==> config.mk <==
export PLATFORM = sky130hd
export DESIGN_NAME = uart_rx_fifo_writer
export DESIGN_NICKNAME = d
export VERILOG_FILES = /design/src/rtl/uart_rx_fifo_writer.sv
export SDC_FILE = /design/constraint.sdc
export NUM_CORES = 1
export LEC_CHECK = 0
export CAP_MARGIN = 40
export CORE_AREA = 2 2 69 71
export CTS_CLUSTER_SIZE = 25
export DETAILED_ROUTE_END_ITERATION = 16
export DIE_AREA = 0 0 71 73
export PLACE_DENSITY = 0.85
export SETUP_SLACK_MARGIN = 0.5
export SLEW_MARGIN = 25
export SYNTH_ARGS = -nofsm -noshare
export SYNTH_HDL_FRONTEND = slang
export SYNTH_SLANG_ARGS = --single-unit
export TNS_END_PERCENT = 1
==> constraint.sdc <==
create_clock -name clk -period 4 [get_ports clk]
set_clock_uncertainty 0.1 [all_clocks]
set_input_delay 0.4 -clock clk [delete_from_list [all_inputs] [get_ports clk]]
set_output_delay 0.4 -clock clk [all_outputs]
set_load 0.05 [all_outputs]
==> src/rtl/uart_rx_fifo_writer.sv <==
// UART 8N1 receiver feeding the 8-bit write port of a sync FIFO.
// Each frame ends in exactly one of: a write, an overflow drop (FIFO full at
// the stop sample) or a frame error (stop bit low). A frame error is followed
// by a BREAK wait so that a line held low reports only once. Hardware flow
// control (rts_n) follows the FIFO almost-full flag one cycle later.
// state_dbg exposes the FSM state for checkers (0 = IDLE).
module uart_rx_fifo_writer #(
  parameter int CLKS_PER_BIT = 434,
  parameter int CNT_WIDTH    = 8
) (
  input  logic                 clk,
  input  logic                 rst,
  input  logic                 rx,
  input  logic                 wr_full,
  input  logic                 almost_full,
  input  logic                 stats_clr,
  output logic                 wr_en,
  output logic [7:0]           wr_data,
  output logic                 rts_n,
  output logic                 frame_err,
  output logic                 overflow,
  output logic [CNT_WIDTH-1:0] frame_err_cnt,
  output logic [CNT_WIDTH-1:0] ovf_cnt,
  output logic [2:0]           state_dbg
);

  localparam int HALF = CLKS_PER_BIT / 2;
  localparam int CW   = $clog2(CLKS_PER_BIT);

  localparam logic [CW-1:0] HALF_LAST = CW'(HALF - 1);
  localparam logic [CW-1:0] BIT_LAST  = CW'(CLKS_PER_BIT - 1);

  typedef enum logic [2:0] {
    S_IDLE  = 3'd0,
    S_START = 3'd1,
    S_DATA  = 3'd2,
    S_STOP  = 3'd3,
    S_BREAK = 3'd4
  } state_t;

  state_t                state_q, state_d;
  logic                  rx_meta_q, rx_meta_d;
  logic                  rx_sync_q, rx_sync_d;
  logic [CW-1:0]         clk_cnt_q, clk_cnt_d;
  logic [2:0]            bit_idx_q, bit_idx_d;
  logic [7:0]            shift_q, shift_d;
  logic                  wr_en_q, wr_en_d;
  logic [7:0]            wr_data_q, wr_data_d;
  logic                  frame_err_q, frame_err_d;
  logic                  overflow_q, overflow_d;
  logic                  rts_n_q, rts_n_d;
  logic [CNT_WIDTH-1:0]  fe_cnt_q, fe_cnt_d;
  logic [CNT_WIDTH-1:0]  ovf_cnt_q, ovf_cnt_d;
  logic                  fe_inc, ovf_inc;

  // Next-state logic: synchronizer, frame FSM, registered outputs, counters.
  always_comb begin
    rx_meta_d   = rx;
    rx_sync_d   = rx_meta_q;
    state_d     = state_q;
    clk_cnt_d   = clk_cnt_q;
    bit_idx_d   = bit_idx_q;
    shift_d     = shift_q;
    wr_en_d     = 1'b0;
    wr_data_d   = wr_data_q;
    frame_err_d = 1'b0;
    overflow_d  = 1'b0;
    fe_inc      = 1'b0;
    ovf_inc     = 1'b0;
    rts_n_d     = almost_full;

    case (state_q)
      S_IDLE: begin
        clk_cnt_d = '0;
        if (!rx_sync_q) state_d = S_START;
      end
      S_START: begin
        // Re-check the line mid start bit; a high line means a glitch.
        if (clk_cnt_q == HALF_LAST) begin
          clk_cnt_d = '0;
          bit_idx_d = 3'd0;
          state_d   = rx_sync_q ? S_IDLE : S_DATA;
        end else begin
          clk_cnt_d = clk_cnt_q + 1'b1;
        end
      end
      S_DATA: begin
        if (clk_cnt_q == BIT_LAST) begin
          clk_cnt_d = '0;
          shift_d   = {rx_sync_q, shift_q[7:1]};
          if (bit_idx_q == 3'd7) state_d = S_STOP;
          else                   bit_idx_d = bit_idx_q + 3'd1;
        end else begin
          clk_cnt_d = clk_cnt_q + 1'b1;
        end
      end
      S_STOP: begin
        if (clk_cnt_q == BIT_LAST) begin
          clk_cnt_d = '0;
          if (rx_sync_q) begin
            state_d = S_IDLE;
            if (!wr_full) begin
              wr_en_d   = 1'b1;
              wr_data_d = shift_q;
            end else begin
              overflow_d = 1'b1;
              ovf_inc    = 1'b1;
            end
          end else begin
            frame_err_d = 1'b1;
            fe_inc      = 1'b1;
            state_d     = S_BREAK;
          end
        end else begin
          clk_cnt_d = clk_cnt_q + 1'b1;
        end
      end
      S_BREAK: begin
        clk_cnt_d = '0;
        if (rx_sync_q) state_d = S_IDLE;
      end
      default: begin
        state_d   = S_IDLE;
        clk_cnt_d = '0;
      end
    endcase

    // Clear wins over a same-cycle increment; counters stick at all-ones.
    if (stats_clr)                     fe_cnt_d = '0;
    else if (fe_inc && fe_cnt_q != '1) fe_cnt_d = fe_cnt_q + 1'b1;
    else                               fe_cnt_d = fe_cnt_q;

    if (stats_clr)                       ovf_cnt_d = '0;
    else if (ovf_inc && ovf_cnt_q != '1) ovf_cnt_d = ovf_cnt_q + 1'b1;
    else                                 ovf_cnt_d = ovf_cnt_q;
  end

  // State register; synchronous reset aborts any frame in progress.
  always_ff @(posedge clk) begin
    if (rst) begin
      rx_meta_q   <= 1'b1;
      rx_sync_q   <= 1'b1;
      state_q     <= S_IDLE;
      clk_cnt_q   <= '0;
      bit_idx_q   <= 3'd0;
      shift_q     <= 8'h00;
      wr_en_q     <= 1'b0;
      wr_data_q   <= 8'h00;
      frame_err_q <= 1'b0;
      overflow_q  <= 1'b0;
      rts_n_q     <= 1'b0;
      fe_cnt_q    <= '0;
      ovf_cnt_q   <= '0;
    end else begin
      rx_meta_q   <= rx_meta_d;
      rx_sync_q   <= rx_sync_d;
      state_q     <= state_d;
      clk_cnt_q   <= clk_cnt_d;
      bit_idx_q   <= bit_idx_d;
      shift_q     <= shift_d;
      wr_en_q     <= wr_en_d;
      wr_data_q   <= wr_data_d;
      frame_err_q <= frame_err_d;
      overflow_q  <= overflow_d;
      rts_n_q     <= rts_n_d;
      fe_cnt_q    <= fe_cnt_d;
      ovf_cnt_q   <= ovf_cnt_d;
    end
  end

  assign wr_en         = wr_en_q;
  assign wr_data       = wr_data_q;
  assign frame_err     = frame_err_q;
  assign overflow      = overflow_q;
  assign rts_n         = rts_n_q;
  assign frame_err_cnt = fe_cnt_q;
  assign ovf_cnt       = ovf_cnt_q;
  assign state_dbg     = state_q;

endmodule

; ---- Word-level counts from Yosys, hierarchy flattened
; Cells that the tools add are included.
[word_totals]
mem_bits_rw = 0
memories = 0
mem_bits_ro = 0
latch_bits = 0
output_inout_bits = 31
regBits = 53
in_bits = 6
[op_classes]
n_bitwise = 4
div = 0
magnitude_cmp = 0
muxes = 24
reduce_logical = 11
mul = 0
add_sub_neg = 4
shifts = 0
n_eq_ne = 16
[op_table]
columns = cell, count
row1 = 3-bit two-way mux, 10
row2 = 9-bit two-way mux, 2
row3 = 9-bit case mux with 2 select lines, 1
row4 = 8-bit by 1-bit adder with 8-bit output (second input constant), 2
row5 = 8-bit inequality test (second input constant), 2
row6 = 3-bit case mux with 5 select lines, 1
row7 = 2-bit inequality test (second input constant), 7
row8 = 9-bit by 1-bit adder with 9-bit output (second input constant), 1
row9 = 9-bit by 8-bit equality test with 1-bit output (second input constant), 1
row10 = 9-bit equality test (second input constant), 1
row11 = 1-bit two-way mux, 8
row12 = 4-bit AND reduction, 2
row13 = 3-bit by 2-bit equality test with 1-bit output (second input constant), 2
row14 = 3-bit equality test (second input constant), 2
row15 = 3-bit case mux with 2 select lines, 1
row16 = 6-bit AND reduction, 1
row17 = 1-bit NOT, 4
row18 = 2-bit OR reduction, 2
row19 = 4-bit OR reduction, 1
row20 = 3-bit by 1-bit adder with 3-bit output (second input constant), 1
row21 = 3-bit by 1-bit equality test with 1-bit output (second input constant), 1
row22 = 3-bit zero test, 1
row23 = 1-bit logical AND, 2
row24 = 2-bit two-way mux, 1
row25 = other kinds (2), 2

; ---- Logic depth before layout (Yosys ltp)
; Gate-level depths: netlist of run 1.
[logic_depth]
depth_word = 5
ltp_mapped = 8
ltp_nobuf = 6

; ---- Worst setup path after synthesis of run 1
; Ideal clock, no wire load.
[synth_path]
kind = register -> register
start = register state_q[1] (netlist: state_dbg[1])
end = register bit_idx_q[1]
synth_period_minus_slack_ns = 2.362
t_required_ns = 3.829
path_stages_with_launch = 6
t_arrival_ns = 2.192
setup_time_ns = 0.071
slack_ns = 1.638
path_cell_list = dfxtp_1 -> or3b_2 -> or4_1 -> clkbuf_1 -> a211o_1 -> a21oi_1
[synth_via]
elab_chain_len = 3
[synth_rtl]
columns = element, line
row1 = from (decl), 41  ; state_t state_q, state_d;
row2 = from (signal assigned), 157  ; state_q <= state_d;
row3 = 3-bit by 2-bit equality test with 1-bit output / 3-bit by 1-bit equality test with 1-bit output (equally long branches), 72  ; case (state_q)
row4 = 2-bit inequality test (no source line) / 2-bit nonzero test (equally long branches), n/a
row5 = 4-bit AND reduction (no source line), n/a
row6 = to (signal assigned), 159  ; bit_idx_q <= bit_idx_d;
row7 = to (decl), 45  ; logic [2:0] bit_idx_q, bit_idx_d;
; Parallel ways exist; a longest one is shown, timed or not.
; A chain may end at the register's enable or synchronous reset.

; ---- Final worst setup path of run 1
[layout_path]
start = register clk_cnt_q[0]
end = register fe_cnt_q[3] (netlist: frame_err_cnt[3])
[layout_via]
elab_chain_len = 4
[layout_rtl]
columns = element, line
row1 = from (decl), 44  ; logic [CW-1:0] clk_cnt_q, clk_cnt_d;
row2 = from (signal assigned), 158  ; clk_cnt_q <= clk_cnt_d;
row3 = 9-bit equality test, 98  ; if (clk_cnt_q == BIT_LAST) begin
row4 = 1-bit two-way mux, 98
row5 = 1-bit two-way mux, n/a
row6 = 1-bit logical AND, 130  ; else if (fe_inc && fe_cnt_q != '1) fe_cnt_d = fe_cnt_q + 1'b1;
row7 = to (signal assigned), 166  ; fe_cnt_q <= fe_cnt_d;
row8 = to (decl), 52  ; logic [CNT_WIDTH-1:0] fe_cnt_q, fe_cnt_d;
; No other way between the ends.

==> reports/qor.yml, run 1 <==
finalCoreUtilization_pct: 63.0
final-hold-violation-count: 0
grt_max_degree: 33
power.density_nw_per_um2: 303
post-cts-setup-buffer-count: 0
startpoint: "clk_cnt_q[0]$_SDFF_PP0_"
yosysMostFrequentCell: "dfxtp_1"
cts.sinks: 53
p_switching_uw: 200
power.internal_uw: 667
reg2reg_from: "clk_cnt_q[0]$_SDFF_PP0_"
wl_per_cell_um: 13.9
synth.avg_cell_area_um2: 9.13
power_uw: 867
vias_per_cell: 5.70
drcViolationCount: 0
rsz0062_at_grt: "no"
cts_inserted_buffers: 5
grt_util_all_layers_pct: 19.5
clk_latency_ns: 0.31
outcome: "finished clean"
synth-edff-count: 0
reg2reg_slack_ns: 1.48
antenna_found_initial: 0
power_frac_comb_pct: 2.8
ant_nets: 0
hp-class: "reg -> reg"
ios: 37
p_clk_share_pct: 35.9
path_clk_slew_ns: 0.10
p_seq_share_pct: 61.3
ir_drop_v: 0.000277
drive_gt1_share_pct: 6.80
yosysUniqueCellTypes: 45
grt_pass1_wl_um: 8190
die-area_um2: 5180
post_cts_resized: 0
synth_fp_nets: 272
path_class: "reg -> reg"
fmax_mhz: 396
yosys-top-cells-area: "dfxtp_1 45%, mux2i_1 7.6%, nor2_1 5.6%"
first_pass_iters: 4
ys.flop_type: "dfxtp_1"
drv_slew: 0
tightest_slew_ns: 0.810
period_needed_ns: 2.52
clockRootBuffer: "clkbuf_8"
holdPathStages: 1
htreeDepth: 2
grt_overflow: 0
setup_violations: 0
worstPathMaxFanout: 16
design.core.area_um2: 4540
cts_hold_buf: 0
cp-endpoint: "frame_err_cnt[3]$_SDFFE_PP0P_"
die_height_um: 73
swShare_pct: 23.1
finalWorstSetupSlack_ns: 1.48
cts_tree: "built"
r2r-end: "frame_err_cnt[3]$_SDFFE_PP0P_"
start_util_pct: 52.1
worstPathArrival_ns: 2.67
cellLeakagePower_uw: 0.000906
max_cap_viol_count: 0
fin_crit_sh_pct: 63.1
first_iter_violations: 86
yosysTopAreaCell: "dfxtp_1"
syn_inst: 259
num_rows: 25
postSynth.asyncResetShare_pct: 0
port_buffers: 36
die_w_um: 71
slew_headroom_pct: 45.7
routed_wl_um: 4820
tns_ns: 0
via_count: 1984
cp-end-kind: "flop"
place.detailed.hpwl_um: 3390
required_ns: 4.14
startpoint_type: "flop"
place_congestion: 0.832
ys_seq_area_share_pct: 44.9
synth_top_area_share_pct: 44.9
yosysWarnings: 0
nets: 306
r2r_cells: 5
grt_pass1_vias: 1882
synthTopCellsByCount: "53 x dfxtp_1, 35 x nor2_1, 18 x mux2i_1, 15 x a21oi_1, 12 x nand3_1"
antenna_cells: 0
area_growth_pct: 20.9
ys_ff_latch: 53
syn-cell-area_um2: 2360
place_ws_ns: 1.50
cts_buffer_depth: 2
fill_cells: 383
## metrics by stage
stage	instances	hold WS (ns)	area, µm²
3_5_place_dp	340	0.323	2760
4_1_cts	348	0.346	2860
2_1_floorplan	259	0.289	2360
5_1_grt	348	0.371	2860
3_3_place_gp	340	0.312	2760
6_report	348	0.337	2860
## logic make-up after synthesis
kind of cell | after synthesis | synth area share, %
flops | 53 | 44.9
compound gates | 40 | 10.7
xor+xnor | 7 | 2.59
buf+inv | 21 | 3.44
mux | 18 | 7.62
simple gates | 113 | 27.1
fa+ha+maj | 7 | 3.71
## layout make-up
cell class	instances	area (µm²)	area share (%)
inverter	10	37.5	1.31
clock buffer	5	68.8	2.41
sequential	53	1060	37.1
timing repair buffer	38	375	13.1
multi-input combinational	185	1220	42.7
clock inverter	3	26.3	0.919
tap	54	67.6	2.36
## power by group through the flow
stage | logic, µW | clock network, µW | registers, µW
3_5_place_dp | 24.3 | 0 | 544
2_1_floorplan | 11.7 | 0 | 545
6_report | 24.4 | 311 | 531
5_1_grt | 26.3 | 344 | 532
4_1_cts | 24.4 | 320 | 532
3_3_place_gp | 23.9 | 0 | 544
## flip-flops by register name, summed over array words and instances, names as in the netlist
signal and flops:
wr_en 1, ovf_cnt 8, wr_data 8, rx_sync_q 1
bit_idx_q 3, rts_n 1, clk_cnt_q 9, state_dbg 3
shift_q 8, rx_meta_q 1, overflow 1, frame_err_cnt 8
frame_err 1
## worst min path at each step
| stage | start | endpoint | slack, ns |
|---|---|---|---|
| floorplan | rx_meta_q$_SDFF_PP1_ | rx_sync_q$_SDFF_PP1_ | 0.29 |
| global placement | rx_meta_q$_SDFF_PP1_ | rx_sync_q$_SDFF_PP1_ | 0.31 |
| detailed placement | rx_meta_q$_SDFF_PP1_ | rx_sync_q$_SDFF_PP1_ | 0.32 |
| CTS | rx_meta_q$_SDFF_PP1_ | rx_sync_q$_SDFF_PP1_ | 0.35 |
| global route | rx_meta_q$_SDFF_PP1_ | rx_sync_q$_SDFF_PP1_ | 0.37 |
| finish | rx_meta_q$_SDFF_PP1_ | rx_sync_q$_SDFF_PP1_ | 0.34 |
## worst max-delay path, stage by stage, from the launching register on
cell	delay, ns
dfxtp_1	0.41
ha_1	0.22
nand4b_2	0.23
or4_1	0.76
or4_1	0.59
a21oi_1	0.15
## metal layers
layer	track usage (%)	wire length, µm	vias up
met5	0	0	-
met4	7.97	87	0
met3	4.28	198	9
met2	34.5	2400	41
met1	23.0	2140	932
li1	-	-	1002
## cell usage in the layout, fill, tap and decap left out, drive strengths merged, types with 4 or more instances in the layout
cell type	count
nand4	4
or4	11
clkbuf	5
inv	11
nor2	35
nor3	6
nand2	11
nand3	12
mux2i	18
o31ai	6
a21oi	15
ha	7
dfxtp	53
o21ai	7
nor4	4
or3	5
xnor2	5
clkdlybuf4s50	36
Note: power is estimated with default switching activity, not from simulation.
==> inputs of run 2 (changes only) <==
--- a/config.mk
+++ b/config.mk
@@ -6,11 +6,11 @@
 export NUM_CORES = 1
 export LEC_CHECK = 0
 export CAP_MARGIN = 40
-export CORE_AREA = 2 2 69 71
+export CORE_AREA = 2 2 74 76
 export CTS_CLUSTER_SIZE = 25
 export DETAILED_ROUTE_END_ITERATION = 16
-export DIE_AREA = 0 0 71 73
-export PLACE_DENSITY = 0.85
+export DIE_AREA = 0 0 76 78
+export PLACE_DENSITY = 0.79
 export SETUP_SLACK_MARGIN = 0.5
 export SLEW_MARGIN = 25
 export SYNTH_ARGS = -nofsm -noshare
==> constraint.sdc (replaced) <==
create_clock -name clk -period 2.2 [get_ports clk]
set_clock_uncertainty 0.1 [all_clocks]
set_input_delay 0.22 -clock clk [delete_from_list [all_inputs] [get_ports clk]]
set_output_delay 0.22 -clock clk [all_outputs]
set_load 0.05 [all_outputs]
==> reports/qor.yml, run 2 (same netlist as run 1, synthesis figures left out) <==
grt_util_all_layers_pct: 17.5  # -2.0 points
nets: 320  # +4.6%
grt_max_degree: 27  # -18%
vias_per_cell: 5.39  # -5.4%
htreeDepth: 2  # unchanged
wl_per_cell_um: 13.2  # -4.7%
antenna_cells: 0  # unchanged
clockRootBuffer: "clkbuf_8"
placed_area_um2: 2920  # +5.6%
period_needed_ns: 2.03  # -0.488 ns
fmax_mhz: 492  # +24%
via_count: 2039  # +2.8%
startpoint_type: "flop"
setup_violations: 0  # unchanged
place_congestion: 0.811  # -2.5%
path_class: "reg -> reg"
drcViolationCount: 0  # unchanged
dp.cells: 370  # +8.8%
crit_family: "simple AND/OR/NAND/NOR gates"
first_iter_violations: 79  # -8.1%
port_buffers: 36  # unchanged
required_ns: 2.35  # -1.79 ns
design_area_um2: 3030  # +5.9%
critPathBufInv: 0  # unchanged
finalCoreUtilization_pct: 60.0  # -3.0 points
die_height_um: 78  # +6.8%
tightest_slew_ns: 0.515  # -0.295 ns
fin_crit_sh_pct: 92.5  # +29 points
die-area_um2: 5930  # +14%
max_stage_delay_ns: 0.65  # -0.11 ns
crit_path_top_delay_cell: "or4_4"
grt_pass1_vias: 1937  # +2.9%
first_pass_iters: 4  # unchanged
slew_headroom_pct: 65.5  # +20 points
stdcell_count: 378  # +8.6%
final_cell_mix: "47 x dfxtp_1, 36 x clkdlybuf4s50_1, 35 x nor2_1"
clk_latency_ns: 0.30  # about the same
final-hold-violation-count: 0  # unchanged
top_register: "clk_cnt_q"
design.core.area_um2: 5040  # +11%
num_rows: 26  # +4.0%
crit_chain: "nand4bb_1, or4_4, or4_1, a21oi_1"
tns_ns: 0  # unchanged
grt_pass1_wl_um: 8540  # +4.3%
rsz0062_at_grt: "yes"
outcome: "finished clean"
cp-end-kind: "flop"
power_uw: 1570  # +81%
start_util_pct: 46.9  # -5.2 points
drive_gt1_share_pct: 14.6  # +7.8 points
path_clk_slew_ns: 0.10  # about the same
cellLeakagePower_uw: 0.00101  # +11%
power.density_nw_per_um2: 518  # +71%
area_growth_pct: 28.1
largest_reg_flops: 9  # unchanged
cts_hold_buf: 0  # unchanged
ir_drop_v: 0.000387  # +40%
cts_buffer_depth: 2  # unchanged
grt_overflow: 0  # unchanged
place.detailed.hpwl_um: 3590  # +6.0%
max_cap_viol_count: 0  # unchanged
cts.sinks: 53  # unchanged
cts_inserted_buffers: 5  # unchanged
drv_slew: 0  # unchanged
cts_tree: "built"
routed_wl_um: 4990  # +3.5%
worstPathArrival_ns: 2.18  # -0.49 ns
hp-class: "reg -> reg"
fill_cells: 455  # +19%
worstPathMaxFanout: 14  # -2
antenna_found_initial: 0  # unchanged
ant_nets: 0  # unchanged
die_w_um: 76  # +7.0%
ios: 37  # unchanged
final_common_cell: "dfxtp_1"
==> run 2: area by class of cell <==
| class | count | area, µm² | area share [%] |
|---|---|---|---|
| clock inverter | 3 | 22.5 | 0.744 |
| clock buffer | 5 | 68.8 | 2.27 |
| multi-input combinational | 185 | 1260 | 41.5 |
| timing repair buffer | 52 | 480 | 15.9 |
| sequential | 53 | 1070 | 35.5 |
| tap | 70 | 87.6 | 2.89 |
| inverter | 10 | 37.5 | 1.24 |
==> run 2: power by group <==
part	switching (µW)	internal [µW]	leakage, µW
sequential	3.67	960	0.000431
clock	327	226	0.0000481
combinational	28.4	22.9	0.000528
==> run 2: per-stage QoR <==
step,setup slack [ns],hold WS [ns]
3_5_place_dp,0.00504,0.311
5_1_grt,0.0362,0.343
6_report,0.166,0.328
4_1_cts,0.177,0.335
2_1_floorplan,0.153,0.196
3_3_place_gp,0.0587,0.300
==> run 2: per-layer routing <==
metal	global-route usage, %	wire length, µm	vias up
met5	0	0	-
met4	6.00	36	0
met3	4.53	222	4
met2	29.9	2420	41
met1	21.5	2310	969
li1	-	-	1025
==> run 2: worst paths after layout <==
| kind | from | end | slack (ns) | cells after the start |
|---|---|---|---|---|
| setup / recovery | clk_cnt_q[2]$_SDFF_PP0_ | frame_err_cnt[2]$_SDFFE_PP0P_ | 0.17 | 4 |
| hold reg to reg | rx_meta_q$_SDFF_PP1_ | rx_sync_q$_SDFF_PP1_ | 0.33 | 1 |
| hold / removal | rx_meta_q$_SDFF_PP1_ | rx_sync_q$_SDFF_PP1_ | 0.33 | 1 |
| setup reg to reg | clk_cnt_q[2]$_SDFF_PP0_ | frame_err_cnt[2]$_SDFFE_PP0P_ | 0.17 | 4 |
==> run 2: timing repair <==
action	CTS	global route
buffers inserted	0	0
gates resized for setup	4	0
cloned	0	0
setup endpoints to repair	68	79
pin swaps	2	0
==> inputs of run 3 (changes only) <==
==> constraint.sdc (replaced) <==
create_clock -name clk -period 2.2 [get_ports clk]
set_clock_uncertainty 0.1 [all_clocks]
set_input_delay 0.22 -clock clk [delete_from_list [all_inputs] [get_ports clk]]
set_output_delay 0.22 -clock clk [all_outputs]
set_load 0.02 [all_outputs]
==> reports/qor.yml, run 3 (same netlist as run 1, synthesis figures left out) <==
vias_per_cell: 5.46  # +1.2%
drv_slew: 0  # unchanged
cts_tree: "built"
ios: 37  # unchanged
place_ws_ns: 0.0412  # +0.0362 ns
cellLeakagePower_uw: 0.00102  # +1.3%
cts_inserted_buffers: 5  # unchanged
via_count: 2080  # +2.0%
htreeDepth: 2  # unchanged
setup_violations: 0  # unchanged
first_pass_iters: 5  # +1
tns_ns: 0  # unchanged
start_util_pct: 46.9  # unchanged
port_buffers: 36  # unchanged
worstPathArrival_ns: 2.19  # about the same
hp-class: "reg -> reg"
worstPathMaxFanout: 5  # -9
drive_gt1_share_pct: 16.7  # +2.1 points
first_iter_violations: 131  # +66%
path_class: "reg -> reg"
ant_nets: 0  # unchanged
die_w_um: 76  # unchanged
grt_util_all_layers_pct: 18.2  # +0.71 points
drcViolationCount: 0  # unchanged
final_cell_mix: "46 x dfxtp_1, 36 x clkdlybuf4s50_1, 35 x nor2_1"
final_common_cell: "dfxtp_1"
die_height_um: 78  # unchanged
stdcell_count: 381  # +0.79%
grt_pass1_wl_um: 8870  # +3.9%
die-area_um2: 5930  # unchanged
dp.cells: 369  # -0.27%
fill_cells: 437  # -4.0%
finalWorstSetupSlack_ns: 0.164  # -0.00169 ns
design.core.area_um2: 5040  # unchanged
startpoint_type: "flop"
wl_per_cell_um: 13.7  # +3.7%
place_congestion: 0.846  # +4.3%
rsz0062_at_grt: "yes"
antenna_found_initial: 0  # unchanged
nets: 323  # +0.94%
slew_headroom_pct: 66.0  # +0.42 points
antenna_cells: 0  # unchanged
place.detailed.hpwl_um: 3500  # -2.7%
clk_latency_ns: 0.32  # +0.02 ns
fin_crit_sh_pct: 92.5  # about the same
path_clk_slew_ns: 0.10  # about the same
routed_wl_um: 5220  # +4.5%
clockRootBuffer: "clkbuf_8"
cp-end-kind: "flop"
required_ns: 2.35  # about the same
tightest_slew_ns: 0.509  # -0.00664 ns
grt_pass1_vias: 1938  # +0.052%
fmax_mhz: 491  # about the same
largest_reg_flops: 9  # unchanged
top_register: "clk_cnt_q"
area_growth_pct: 29.9
period_needed_ns: 2.04  # +0.00169 ns
power.density_nw_per_um2: 517  # -0.27%
cts_buffer_depth: 2  # unchanged
cts.sinks: 53  # unchanged
outcome: "finished clean"
num_rows: 26  # unchanged
max_cap_viol_count: 0  # unchanged
ir_drop_v: 0.000402  # +3.7%
grt_max_degree: 32  # +19%
grt_overflow: 0  # unchanged
final-hold-violation-count: 0  # unchanged
==> run 3: per-layer routing <==
metal	GRT usage [%]	wire length, µm	vias up	share of wire, %
met4	6.73	74	0	1.4
met3	4.42	296	5	5.7
met5	0	0	-	0
met2	31.7	2630	53	50
met1	21.9	2220	984	43
li1	-	-	1038	-
==> run 3: metrics by stage <==
step / hold slack (ns) / power [µW] / instance area (µm²) / util [%]
floorplan: 0.196 / 1010 / 2400 / -
global placement: 0.292 / 1030 / 2900 / 57.5
detailed placement: 0.299 / 1030 / 2900 / 57.5
CTS: 0.325 / 1600 / 3070 / 60.8
global route: 0.331 / 1640 / 3070 / 60.9
finish: 0.321 / 1590 / 3070 / 60.9
==> run 3: what timing repair did <==
action	CTS	global route
pin swaps	7	0
cloned	1	0
gates resized for setup	11	1
endpoints found under the setup margin	53	64
hold endpoints to repair	0	0
hold buffers	0	0
setup buffers	3	0
==> run 3: worst max-delay path: stages (launching register included) <==
cell,delay (ns)
dfxtp_2,0.34
inv_2,0.07
ha_4,0.15
nand4b_4,0.16
or4_4,0.56
or4_1,0.48
a21oi_1,0.13
==> run 3: final timing paths <==
kind | cells after the start | end | startpoint | slack [ns]
worst min-delay path | 1 | rx_sync_q$_SDFF_PP1_ | rx_meta_q$_SDFF_PP1_ | 0.32
worst max register to register | 6 | frame_err_cnt[7]$_SDFFE_PP0P_ | clk_cnt_q[1]$_SDFF_PP0_ | 0.16
worst max-delay path | 6 | frame_err_cnt[7]$_SDFFE_PP0P_ | clk_cnt_q[1]$_SDFF_PP0_ | 0.16
worst min register to register | 1 | rx_sync_q$_SDFF_PP1_ | rx_meta_q$_SDFF_PP1_ | 0.32
==> run 3: area by class of cell <==
class,count,area (µm²),share of cell area (%)
Tap cell,70,87.6,2.85
Multi-Input combinational cell,186,1280,41.6
Timing Repair Buffer,54,499,16.3
Inverter,10,37.5,1.22
Sequential cell,53,1070,34.9
Clock inverter,3,26.3,0.856
Clock buffer,5,68.8,2.24
==> run 3: where the power goes <==
part | switching, µW | internal (µW) | total, µW
combinational | 23.9 | 19.8 | 43.7
sequential | 4.45 | 961 | 966
clock | 345 | 233 | 577
total | 373 | 1210 | 1590
